**src/rtl/reorder_buffer_if.sv**
```systemverilog
// Bus bundle between the reorder buffer and its neighbours (issue stage,
// CDB, operand lookup, register-file commit/rename ports, fetch redirect).
//   master : issue/CDB/regfile side, drives requests and sees ROB results
//   slave  : the reorder buffer itself
interface reorder_buffer_if #(
    parameter int SIZE  = 8,
    parameter int IDX_W = 3
);
    // allocation / rename
    logic                alloc_valid_in;
    logic [4:0]          alloc_rd_in;
    logic                alloc_has_dest_in;
    logic                alloc_is_branch_in;
    logic                ready_out;
    logic [IDX_W-1:0]    alloc_idx_out;
    logic                rename_valid_out;
    logic [4:0]          rename_rd_out;
    logic [IDX_W-1:0]    rename_ix_out;
    // CDB
    logic                cdb_valid_in;
    logic [IDX_W-1:0]    cdb_idx_in;
    logic [31:0]         cdb_data_in;
    logic                cdb_mispredict_in;
    logic [31:0]         cdb_target_in;
    // operand lookup
    logic [IDX_W-1:0]    q_idx1_in;
    logic [IDX_W-1:0]    q_idx2_in;
    logic [31:0]         q_data1_out;
    logic [31:0]         q_data2_out;
    logic                q_done1_out;
    logic                q_done2_out;
    // commit
    logic                we_out;
    logic [4:0]          wa_out;
    logic [31:0]         wd_out;
    logic [IDX_W-1:0]    wrob_ix_out;
    // flush / redirect
    logic                flush_out;
    logic [31:0]         redirect_pc_out;
    logic [5*SIZE-1:0]   flush_addrs_out;
    logic [SIZE-1:0]     flush_mask_out;

    modport master (
        output alloc_valid_in, alloc_rd_in, alloc_has_dest_in, alloc_is_branch_in,
        output cdb_valid_in, cdb_idx_in, cdb_data_in, cdb_mispredict_in, cdb_target_in,
        output q_idx1_in, q_idx2_in,
        input  ready_out, alloc_idx_out, rename_valid_out, rename_rd_out, rename_ix_out,
        input  q_data1_out, q_data2_out, q_done1_out, q_done2_out,
        input  we_out, wa_out, wd_out, wrob_ix_out,
        input  flush_out, redirect_pc_out, flush_addrs_out, flush_mask_out
    );

    modport slave (
        input  alloc_valid_in, alloc_rd_in, alloc_has_dest_in, alloc_is_branch_in,
        input  cdb_valid_in, cdb_idx_in, cdb_data_in, cdb_mispredict_in, cdb_target_in,
        input  q_idx1_in, q_idx2_in,
        output ready_out, alloc_idx_out, rename_valid_out, rename_rd_out, rename_ix_out,
        output q_data1_out, q_data2_out, q_done1_out, q_done2_out,
        output we_out, wa_out, wd_out, wrob_ix_out,
        output flush_out, redirect_pc_out, flush_addrs_out, flush_mask_out
    );
endinterface

```
**src/rtl/reorder_buffer.sv**
```systemverilog
// Circular reorder buffer: allocates an entry per issued instruction, captures
// CDB results, retires the head in program order into the register file and
// squashes everything younger when a mispredicted branch retires.
// Ports:
//   clk_in  - system clock
//   rst_in  - synchronous active-low reset
//   rob     - reorder_buffer_if.slave (alloc/rename, CDB, lookup, commit, flush)
module reorder_buffer #(
    parameter int SIZE  = 8,
    parameter int IDX_W = 3
) (
    input  logic               clk_in,
    input  logic               rst_in,
    reorder_buffer_if.slave    rob
);
    localparam logic [IDX_W:0] FULL_CNT = (IDX_W+1)'(SIZE);

    // Control state (reset)
    logic [SIZE-1:0]   busy_q,   busy_d;
    logic [SIZE-1:0]   done_q,   done_d;
    logic [IDX_W-1:0]  head_q,   head_d;
    logic [IDX_W-1:0]  tail_q,   tail_d;
    logic [IDX_W:0]    count_q,  count_d;
    logic              we_q,     we_d;
    logic [4:0]        wa_q,     wa_d;
    logic [31:0]       wd_q,     wd_d;
    logic [IDX_W-1:0]  wrob_q,   wrob_d;
    logic              flush_q,  flush_d;
    logic [31:0]       redir_q,  redir_d;
    logic [SIZE-1:0]   mask_q,   mask_d;
    logic [5*SIZE-1:0] addrs_q,  addrs_d;

    // Entry payload (only meaningful while busy, so no reset needed)
    logic [SIZE-1:0]   has_dest_q;
    logic [SIZE-1:0]   is_branch_q;
    logic [SIZE-1:0]   misp_q;
    logic [4:0]        rd_q     [SIZE];
    logic [31:0]       value_q  [SIZE];
    logic [31:0]       target_q [SIZE];

    logic commit, flush_commit, ready, alloc_fire, cdb_fire;

    // Commit decision uses registered state only, so a CDB result needs one
    // extra edge before it can retire.
    assign commit       = busy_q[head_q] & done_q[head_q];
    assign flush_commit = commit & is_branch_q[head_q] & misp_q[head_q];
    // No same-cycle credit from a commit: fullness is purely count based.
    assign ready        = (count_q != FULL_CNT) & ~flush_commit;
    assign alloc_fire   = rob.alloc_valid_in & ready;
    assign cdb_fire     = rob.cdb_valid_in & busy_q[rob.cdb_idx_in] & ~flush_commit;

    always_comb begin
        busy_d  = busy_q;
        done_d  = done_q;
        head_d  = head_q;
        tail_d  = tail_q;
        count_d = count_q + (IDX_W+1)'(alloc_fire) - (IDX_W+1)'(commit);
        we_d    = 1'b0;
        wa_d    = wa_q;
        wd_d    = wd_q;
        wrob_d  = wrob_q;
        flush_d = 1'b0;
        redir_d = '0;
        mask_d  = '0;
        addrs_d = '0;

        if (cdb_fire) begin
            done_d[rob.cdb_idx_in] = 1'b1;
        end
        if (commit) begin
            busy_d[head_q] = 1'b0;
            done_d[head_q] = 1'b0;
            head_d         = head_q + IDX_W'(1);
            we_d           = has_dest_q[head_q];
            wa_d           = rd_q[head_q];
            wd_d           = value_q[head_q];
            wrob_d         = head_q;
        end
        if (alloc_fire) begin
            busy_d[tail_q] = 1'b1;
            done_d[tail_q] = 1'b0;
            tail_d         = tail_q + IDX_W'(1);
        end
        // Mispredict retire: the branch's own link write above still goes out,
        // everything younger is squashed and the pointers restart at zero.
        if (flush_commit) begin
            flush_d = 1'b1;
            redir_d = target_q[head_q];
            for (int i = 0; i < SIZE; i++) begin
                if (i != int'(head_q) && busy_q[i] && has_dest_q[i]) begin
                    mask_d[i]        = 1'b1;
                    addrs_d[5*i +: 5] = rd_q[i];
                end
            end
            busy_d  = '0;
            done_d  = '0;
            head_d  = '0;
            tail_d  = '0;
            count_d = '0;
        end
    end

    always_ff @(posedge clk_in) begin
        if (!rst_in) begin
            busy_q  <= '0;
            done_q  <= '0;
            head_q  <= '0;
            tail_q  <= '0;
            count_q <= '0;
            we_q    <= 1'b0;
            wa_q    <= '0;
            wd_q    <= '0;
            wrob_q  <= '0;
            flush_q <= 1'b0;
            redir_q <= '0;
            mask_q  <= '0;
            addrs_q <= '0;
        end else begin
            busy_q  <= busy_d;
            done_q  <= done_d;
            head_q  <= head_d;
            tail_q  <= tail_d;
            count_q <= count_d;
            we_q    <= we_d;
            wa_q    <= wa_d;
            wd_q    <= wd_d;
            wrob_q  <= wrob_d;
            flush_q <= flush_d;
            redir_q <= redir_d;
            mask_q  <= mask_d;
            addrs_q <= addrs_d;
        end
    end

    always_ff @(posedge clk_in) begin
        if (rst_in && cdb_fire) begin
            value_q[rob.cdb_idx_in]  <= rob.cdb_data_in;
            target_q[rob.cdb_idx_in] <= rob.cdb_target_in;
            misp_q[rob.cdb_idx_in]   <= rob.cdb_mispredict_in;
        end
        if (rst_in && alloc_fire) begin
            rd_q[tail_q]        <= rob.alloc_rd_in;
            has_dest_q[tail_q]  <= rob.alloc_has_dest_in;
            is_branch_q[tail_q] <= rob.alloc_is_branch_in;
        end
    end

    assign rob.ready_out        = ready;
    assign rob.alloc_idx_out    = tail_q;
    assign rob.rename_valid_out = alloc_fire & rob.alloc_has_dest_in;
    assign rob.rename_rd_out    = rob.alloc_rd_in;
    assign rob.rename_ix_out    = tail_q;
    assign rob.q_data1_out      = value_q[rob.q_idx1_in];
    assign rob.q_data2_out      = value_q[rob.q_idx2_in];
    assign rob.q_done1_out      = busy_q[rob.q_idx1_in] & done_q[rob.q_idx1_in];
    assign rob.q_done2_out      = busy_q[rob.q_idx2_in] & done_q[rob.q_idx2_in];
    assign rob.we_out           = we_q;
    assign rob.wa_out           = wa_q;
    assign rob.wd_out           = wd_q;
    assign rob.wrob_ix_out      = wrob_q;
    assign rob.flush_out        = flush_q;
    assign rob.redirect_pc_out  = redir_q;
    assign rob.flush_mask_out   = mask_q;
    assign rob.flush_addrs_out  = addrs_q;
endmodule

```
**src/flat_wrapper.sv**
```systemverilog
// flat-port wrapper written by rule: the top's interface ports become plain ports
module reorder_buffer_flat 
#(
    parameter int SIZE  = 8,
    parameter int IDX_W = 3
)
  (clk_in, rst_in, rob_alloc_valid_in, rob_alloc_rd_in, rob_alloc_has_dest_in, rob_alloc_is_branch_in, rob_cdb_valid_in, rob_cdb_idx_in, rob_cdb_data_in, rob_cdb_mispredict_in, rob_cdb_target_in, rob_q_idx1_in, rob_q_idx2_in, rob_ready_out, rob_alloc_idx_out, rob_rename_valid_out, rob_rename_rd_out, rob_rename_ix_out, rob_q_data1_out, rob_q_data2_out, rob_q_done1_out, rob_q_done2_out, rob_we_out, rob_wa_out, rob_wd_out, rob_wrob_ix_out, rob_flush_out, rob_redirect_pc_out, rob_flush_addrs_out, rob_flush_mask_out);
  reorder_buffer_if #(.SIZE(SIZE), .IDX_W(IDX_W)) rob_i ();
  input  logic clk_in;
  input  logic rst_in;
  input wire logic [$bits(rob_i.alloc_valid_in)-1:0] rob_alloc_valid_in;
  input wire logic [$bits(rob_i.alloc_rd_in)-1:0] rob_alloc_rd_in;
  input wire logic [$bits(rob_i.alloc_has_dest_in)-1:0] rob_alloc_has_dest_in;
  input wire logic [$bits(rob_i.alloc_is_branch_in)-1:0] rob_alloc_is_branch_in;
  input wire logic [$bits(rob_i.cdb_valid_in)-1:0] rob_cdb_valid_in;
  input wire logic [$bits(rob_i.cdb_idx_in)-1:0] rob_cdb_idx_in;
  input wire logic [$bits(rob_i.cdb_data_in)-1:0] rob_cdb_data_in;
  input wire logic [$bits(rob_i.cdb_mispredict_in)-1:0] rob_cdb_mispredict_in;
  input wire logic [$bits(rob_i.cdb_target_in)-1:0] rob_cdb_target_in;
  input wire logic [$bits(rob_i.q_idx1_in)-1:0] rob_q_idx1_in;
  input wire logic [$bits(rob_i.q_idx2_in)-1:0] rob_q_idx2_in;
  output wire logic [$bits(rob_i.ready_out)-1:0] rob_ready_out;
  output wire logic [$bits(rob_i.alloc_idx_out)-1:0] rob_alloc_idx_out;
  output wire logic [$bits(rob_i.rename_valid_out)-1:0] rob_rename_valid_out;
  output wire logic [$bits(rob_i.rename_rd_out)-1:0] rob_rename_rd_out;
  output wire logic [$bits(rob_i.rename_ix_out)-1:0] rob_rename_ix_out;
  output wire logic [$bits(rob_i.q_data1_out)-1:0] rob_q_data1_out;
  output wire logic [$bits(rob_i.q_data2_out)-1:0] rob_q_data2_out;
  output wire logic [$bits(rob_i.q_done1_out)-1:0] rob_q_done1_out;
  output wire logic [$bits(rob_i.q_done2_out)-1:0] rob_q_done2_out;
  output wire logic [$bits(rob_i.we_out)-1:0] rob_we_out;
  output wire logic [$bits(rob_i.wa_out)-1:0] rob_wa_out;
  output wire logic [$bits(rob_i.wd_out)-1:0] rob_wd_out;
  output wire logic [$bits(rob_i.wrob_ix_out)-1:0] rob_wrob_ix_out;
  output wire logic [$bits(rob_i.flush_out)-1:0] rob_flush_out;
  output wire logic [$bits(rob_i.redirect_pc_out)-1:0] rob_redirect_pc_out;
  output wire logic [$bits(rob_i.flush_addrs_out)-1:0] rob_flush_addrs_out;
  output wire logic [$bits(rob_i.flush_mask_out)-1:0] rob_flush_mask_out;
  assign rob_i.alloc_valid_in = rob_alloc_valid_in;
  assign rob_i.alloc_rd_in = rob_alloc_rd_in;
  assign rob_i.alloc_has_dest_in = rob_alloc_has_dest_in;
  assign rob_i.alloc_is_branch_in = rob_alloc_is_branch_in;
  assign rob_i.cdb_valid_in = rob_cdb_valid_in;
  assign rob_i.cdb_idx_in = rob_cdb_idx_in;
  assign rob_i.cdb_data_in = rob_cdb_data_in;
  assign rob_i.cdb_mispredict_in = rob_cdb_mispredict_in;
  assign rob_i.cdb_target_in = rob_cdb_target_in;
  assign rob_i.q_idx1_in = rob_q_idx1_in;
  assign rob_i.q_idx2_in = rob_q_idx2_in;
  assign rob_ready_out = rob_i.ready_out;
  assign rob_alloc_idx_out = rob_i.alloc_idx_out;
  assign rob_rename_valid_out = rob_i.rename_valid_out;
  assign rob_rename_rd_out = rob_i.rename_rd_out;
  assign rob_rename_ix_out = rob_i.rename_ix_out;
  assign rob_q_data1_out = rob_i.q_data1_out;
  assign rob_q_data2_out = rob_i.q_data2_out;
  assign rob_q_done1_out = rob_i.q_done1_out;
  assign rob_q_done2_out = rob_i.q_done2_out;
  assign rob_we_out = rob_i.we_out;
  assign rob_wa_out = rob_i.wa_out;
  assign rob_wd_out = rob_i.wd_out;
  assign rob_wrob_ix_out = rob_i.wrob_ix_out;
  assign rob_flush_out = rob_i.flush_out;
  assign rob_redirect_pc_out = rob_i.redirect_pc_out;
  assign rob_flush_addrs_out = rob_i.flush_addrs_out;
  assign rob_flush_mask_out = rob_i.flush_mask_out;
  reorder_buffer #(.SIZE(SIZE), .IDX_W(IDX_W)) u_core (.clk_in(clk_in), .rst_in(rst_in), .rob(rob_i));
endmodule
```
**config.mk**
```make
export PLATFORM = sky130hd
export DESIGN_NAME = reorder_buffer_flat
export DESIGN_NICKNAME = d
export VERILOG_FILES = /design/src/rtl/reorder_buffer_if.sv /design/src/rtl/reorder_buffer.sv /design/src/flat_wrapper.sv
export SDC_FILE = /design/constraint.sdc
export NUM_CORES = 1
export LEC_CHECK = 0
export ABC_AREA = 1
export BUFFER_PORTS_ARGS = -buffer_cell sky130_fd_sc_hd__clkbuf_2
export CORE_MARGIN = 1.5
export CORE_UTILIZATION = 30
export DETAILED_ROUTE_END_ITERATION = 16
export HOLD_SLACK_MARGIN = 0.12
export PLACE_DENSITY = 0.51
export SLEW_MARGIN = 20
export SYNTH_ARGS = -nofsm -noshare
export SYNTH_HDL_FRONTEND = slang
export SYNTH_SLANG_ARGS = --single-unit
export TNS_END_PERCENT = 10
```
**constraint.sdc**
```tcl
create_clock -name clk_in -period 5.4 [get_ports clk_in]
set_input_delay 0.27 -clock clk_in [delete_from_list [all_inputs] [get_ports clk_in]]
set_output_delay 0.27 -clock clk_in [all_outputs]
set_load 0.1 [all_outputs]
```
==> impl_metrics.py, run 1 <==
metrics = {
    "run_status": {
        "status": "completed",
    },
    "drt": {
        "drt_iter0_markers": 2473,
        "wire_per_inst_um": 22.3,
        "drt_first_pass_iters": 6,
        "num_vias": 24200,
        "drc_errors": 0,
        "vias_per_cell": 5.12,
        "drtAntennaViolNets": 0,
        "routed_wl_um": 105000,
    },
    "critical_path": {
        "critPathKind": "reg -> reg",
        "crit_path_start": "u_core.head_q[0]",
        "slowest_stage": "buf_4",
        "critPathLaunchType": "flop",
        "cp_data_arrival_time_ps": 4360,
        "crit_path_end_kind": "flop",
        "r2r_start": "u_core.head_q[0]",
        "cp_max_fo": 75,
        "cpPeakStageDelay_ps": 820,
        "worstPathRequired_ps": 5680,
        "crit_chain": "buf_4, nand2_1, nand3_1, nand2_1, inv_1, nand2_2, nand3_4, nand3_1, nor2_4, buf_4",
    },
    "timing": {
        "hold_slack_ps": 206,
        "worst_pin_slew_ps": 1100,
        "slew_violations": 0,
        "setup_viol": 0,
        "fin_worst_skew_ps": 42.1,
        "fin_setup_tns_ps": 0,
        "slew_headroom": 0.264,
        "hold_violations": 0,
        "period_needed_ps": 4080,
        "fin_crit_sh": 0.756,
        "fmax_mhz": 245,
        "rsz0062_at_grt": "false",
    },
    "power": {
        "pwr-share-comb": 0.088,
        "p_int_mw": 9.40,
        "p_leak_nw": 13.7,
        "p_sw_frac": 0.260,
        "seq_power_share": 0.478,
        "ir_drop_mv": 0.203,
        "clockPowerShare": 0.435,
        "total_power_mw": 12.7,
        "power.density_nw_per_um2": 343,
        "power.switching_mw": 3.31,
    },
    "placement": {
        "gp_congestion": 0.848,
        "post_dp_cell_area_um2": 33600,
        "hpwl_um": 61400,
        "port_buffers": 285,
    },
    "floorplan": {
        "die-height_um": 324,
        "core_region_area_um2": 102000,
        "die_x_um": 324,
        "initial_core_util": 0.303,
        "pin_count": 286,
        "fp-row-count": 117,
        "dieArea_um2": 105000,
    },
    "worst_hold_path": {
        "worstHoldStart": "rob_cdb_idx_in[2]",
        "worst_hold_path_type": "in -> reg",
    },
    "logic_synthesis": {
        "yosysWarningCount": 0,
        "ys_seq_elements": 724,
        "avgSynthCellArea_um2": 10.3,
        "syn-num-nets": 3111,
        "ys_seq_area_frac": 0.654,
        "synthArstFlopShare": 0,
        "synth_edf_count": 576,
        "synth_top_cell_by_area": "edfxtp_1",
        "synth_top_area_frac": 0.559,
        "ys.flop_type": "edfxtp_1",
        "ys_top_cells_by_area": "edfxtp_1, o21ai_0, dfxtp_1, a21oi_1, nor2_1",
        "synthCells": 3013,
        "synth.distinct_cells": 38,
        "syn-cell-area_um2": 31000,
    },
    "final_layout": {
        "layout_common_cells": "o21ai_0, edfxtp_1, nor2_1",
        "area_growth_pct": 19.8,
        "nets": 3386,
        "final_area_um2": 37100,
        "mostFrequentLayoutCell": "o21ai_0",
        "drive_above_1_share": 0.145,
        "fin_util": 0.364,
    },
    "global_routing": {
        "grt_antenna_before_repair": 3,
        "grt_pass1_wl_um": 153000,
        "grt-ovfl-total": 0,
        "grt_pass1_vias": 22900,
        "track_usage": 0.197,
        "grt_start_max_net_pins": 116,
    },
    "clock_network": {
        "htreeDepth": 3,
        "post_cts_buffers": 0,
        "hold_buffers": 74,
        "cts_resized": 0,
        "clk_latency_ps": 660,
        "clock_sinks": 724,
        "clk_pin_slew_ps": 70,
        "cts_tree": "yes",
        "cts_made_buffers": 83,
        "root_buffer": "clkbuf_16",
        "clk_path_buf_depth": 3,
    },
    "run": {
        "drv_cap": 0,
    },
}
## layout make-up
cell class,instances,area (um2)
Antenna cell,2,5.00
Tap cell,1368,1710
Multi-Input combinational cell,1844,8990
Sequential cell,724,20300
Fill cell,10200,64900
Timing Repair Buffer,408,2550
Clock inverter,35,390
Clock buffer,121,2320
Inverter,227,865
## kinds of logic after synthesis
| family | share of synthesized area |
|---|---|
| AO/OA/AOI/OAI | 0.187 |
| flip-flops | 0.654 |
| AND/OR/NAND/NOR | 0.0949 |
| buffers and inverters | 0.0575 |
| adder cells (fa/ha/maj) | 0.00550 |
| XOR/XNOR | 0.000849 |
## power by group through the flow
stage / Combinational [mW] / Sequential (mW) / Clock, mW
after CTS: 1.11 / 6.08 / 5.65
after global placement: 1.06 / 6.19 / 0
after global routing: 1.19 / 6.08 / 5.87
final: 1.11 / 6.08 / 5.53
after detailed placement: 1.07 / 6.19 / 0
after floorplan: 0.742 / 6.21 / 0
## critical path, delay by kind of cell (launching register included)
family / cells / cell delay (ps)
simple gates: 7 / 1630
flops: 1 / 420
buf+inv: 3 / 1570
## cells in the mapped netlist (all sizes together), types with 3 or more instances
cell type	number
o21ai	595
edfxtp	576
nor2	355
a21oi	336
nand2	250
inv	225
clkbuf	163
dfxtp	148
a31oi	94
nor3	59
buf	55
o22ai	54
nand3	44
a211oi	17
ha	12
nand4	10
o21bai	3
xor2	3
## sequential cells by signal, indices dropped and copies added, names as in the netlist, 4 cells and up
register,count
u_core.value_q,256
u_core.rob.wa_out,5
u_core.target_q,256
u_core.rob.wd_out,32
u_core.misp_q,8
u_core.rd_q,40
u_core.rob.flush_mask_out,8
u_core.rob.redirect_pc_out,32
u_core.has_dest_q,8
u_core.rob.flush_addrs_out,40
u_core.is_branch_q,8
u_core.done_q,8
u_core.busy_q,8
u_core.count_q,4
## final timing paths
check | endpoint | slack [ps] | cells past startpoint
min reg2reg | u_core.rob.redirect_pc_out[18] | 470 | 2
max reg2reg | u_core.target_q[0][30] | 1320 | 10
min | u_core.done_q[2] | 210 | 6
max | u_core.target_q[0][30] | 1320 | 10
## stage by stage
| stage | setup WS, ps | instances |
|---|---|---|
| 6_report | 1320 | 4729 |
| 5_1_grt | 1060 | 4727 |
| 4_1_cts | 1220 | 4727 |
| 3_5_place_dp | 1250 | 4497 |
| 3_3_place_gp | 1290 | 4497 |
| 2_1_floorplan | 777 | 3013 |
## routing by layer
metal / track usage / share of wire / up-vias
met1: 0.270 / 0.44 / 11800
met5: 0 / 0.00016 / -
met2: 0.316 / 0.46 / 979
li1: - / - / 11300
met4: 0.0605 / 0.025 / 2
met3: 0.0337 / 0.068 / 169
Power figures use the tool's default switching activity.
==> run 2, diff against run 1 <==
- PLACE_DENSITY: 0.51 -> 0.53
- clock period: 5.4 -> 3.4 ns (I/O delays scaled with it)
==> run 2 against run 1 <==
Against the previous run: largest cell class unchanged; via count rose by 1.2%; clock power increased by 60%; power up 62%; critical path type is now reg -> out; cell count increased by 0.17%; register-to-register slack worse by 720 ps; largest power group unchanged; sequential cell count is the same; first-iteration DRC count down 1.8%.
==> impl_metrics.py, run 2 (synthesis gave the netlist of run 1 again) <==
metrics = {
    "power": {
        "total_power_mw": 20.6,
        "ir_drop_mv": 0.341,
        "power.density_nw_per_um2": 536,
        "p_leak_nw": 14.3,
    },
    "critical_path": {
        "critPathKind": "reg -> out",
        "cpPeakStageDelay_ps": 510,
        "cp_max_fo": 25,
        "slowest_stage": "dfxtp_4",
        "worstPathRequired_ps": 3230,
        "crit_chain": "buf_4, nand2_1, nand3_1, nand2_1, inv_1, nand2_2, nand3_4, nand3_2, buf_4, nor2_1, buf_12",
        "crit_path_end_kind": "primary output",
        "critPathLaunchType": "flop",
        "cp_data_arrival_time_ps": 2870,
    },
    "floorplan": {
        "pin_count": 286,
        "initial_core_util": 0.303,
        "dieArea_um2": 105000,
        "fp-row-count": 117,
        "die-height_um": 324,
        "die_x_um": 324,
        "core_region_area_um2": 102000,
    },
    "clock_network": {
        "clock_sinks": 724,
        "cts_made_buffers": 79,
        "htreeDepth": 3,
        "clk_latency_ps": 640,
        "cts_tree": "yes",
        "clk_pin_slew_ps": 60,
        "post_cts_buffers": 0,
        "root_buffer": "clkbuf_16",
        "clk_path_buf_depth": 3,
    },
    "global_routing": {
        "track_usage": 0.196,
        "grt-ovfl-total": 0,
        "grt_pass1_wl_um": 154000,
        "grt_pass1_vias": 23400,
        "grt_start_max_net_pins": 117,
        "grt_antenna_before_repair": 6,
    },
    "drt": {
        "vias_per_cell": 5.17,
        "wire_per_inst_um": 22.2,
        "num_vias": 24500,
        "routed_wl_um": 105000,
        "drtAntennaViolNets": 0,
        "drc_errors": 0,
        "drt_iter0_markers": 2429,
        "drt_first_pass_iters": 8,
    },
    "placement": {
        "dp_slack_ps": 638,
        "gp_congestion": 0.868,
        "port_buffers": 285,
        "post_dp_cell_area_um2": 35000,
        "hpwl_um": 64900,
        "dp.cells": 4514,
    },
    "final_layout": {
        "mostFrequentLayoutCell": "o21ai_0",
        "area_growth_pct": 24.1,
        "multi_input_area_um2": 8990,
        "final_cell_count_no_fill": 4737,
        "reg_top3": "u_core.target_q: 256 flops, u_core.value_q: 256 flops",
        "fillers": 9975,
        "final_area_um2": 38400,
        "regArea_um2": 20300,
        "drive_above_1_share": 0.149,
        "layout_common_cells": "o21ai_0, edfxtp_1, nor2_1",
        "nets": 3399,
    },
    "worst_hold_path": {
        "worst_hold_path_type": "in -> reg",
    },
    "timing": {
        "slew_headroom": 0.379,
        "hold_violations": 0,
        "fin_worst_skew_ps": 27.4,
        "period_needed_ps": 3040,
        "fin_setup_tns_ps": 0,
        "fin_ws_ps": 360,
        "setup_viol": 0,
        "slew_violations": 0,
        "rsz0062_at_grt": "false",
        "fmax_mhz": 329,
        "fin_crit_sh": 0.894,
        "worst_pin_slew_ps": 931,
    },
    "run": {
        "drv_cap": 0,
    },
    "run_status": {
        "status": "completed",
    },
}
-- run 2: cell types whose count changed in the layout (fill, tap and decap cells not counted), sizes merged --
cell and change:
buf +85, clkbuf -73, clkinv -10, bufinv +6, clkinvlp +1, diode -1
-- run 2: layer usage --
metal	track usage	routed length, um	share of wire	vias up
met1	0.261	45100	0.43	12000
met5	0	80	0.00076	-
met3	0.0340	7070	0.067	187
li1	-	-	-	11300
met4	0.0686	3150	0.030	12
met2	0.320	49700	0.47	1008
-- run 2: area by class of cell --
cell class	instances	area share
flip-flops and latches	724	0.527
well taps	1368	0.0445
diodes	1	0.0000651
repair buffers	425	0.102
clock buffers	116	0.0587
clock inverters	32	0.0109
inverters	227	0.0225
multi-input cells	1844	0.234
-- run 2: path summary, 6_finish.rpt --
path                          start                             end  slack (ps)  depth (start not counted)
setup / recovery   u_core.head_q[0]            rob_rename_valid_out         360                         11
hold reg to reg   u_core.rd_q[7][4]  u_core.rob.flush_addrs_out[39]         470                          2
hold / removal    rob_cdb_idx_in[0]                u_core.done_q[4]         180                          6
setup reg to reg   u_core.head_q[0]               u_core.rd_q[2][0]         600                         10
-- run 2: critical path, delay by kind of cell, from the launching register on --
kind | cells | cell delay, ps
buf+inv | 4 | 810
simple gates | 7 | 880
flops | 1 | 510
-- run 2: report_power, final --
part	switching, mW	internal (mW)	leakage, nW
combinational	1.49	0.611	6.59
clock	3.61	5.24	1.30
sequential	0.0528	9.61	6.37
-- run 2: through the flow --
step | util | hold slack (ps)
global placement | 0.343 | 461
detailed placement | 0.343 | 456
global route | 0.377 | 211
CTS | 0.377 | 133
finish | 0.377 | 184
floorplan | - | 269
-- run 2: what timing repair did --
action,4_1_cts,5_1_grt
resized for setup,0,0
hold endpoints to repair,586,0
hold buffers,74,0
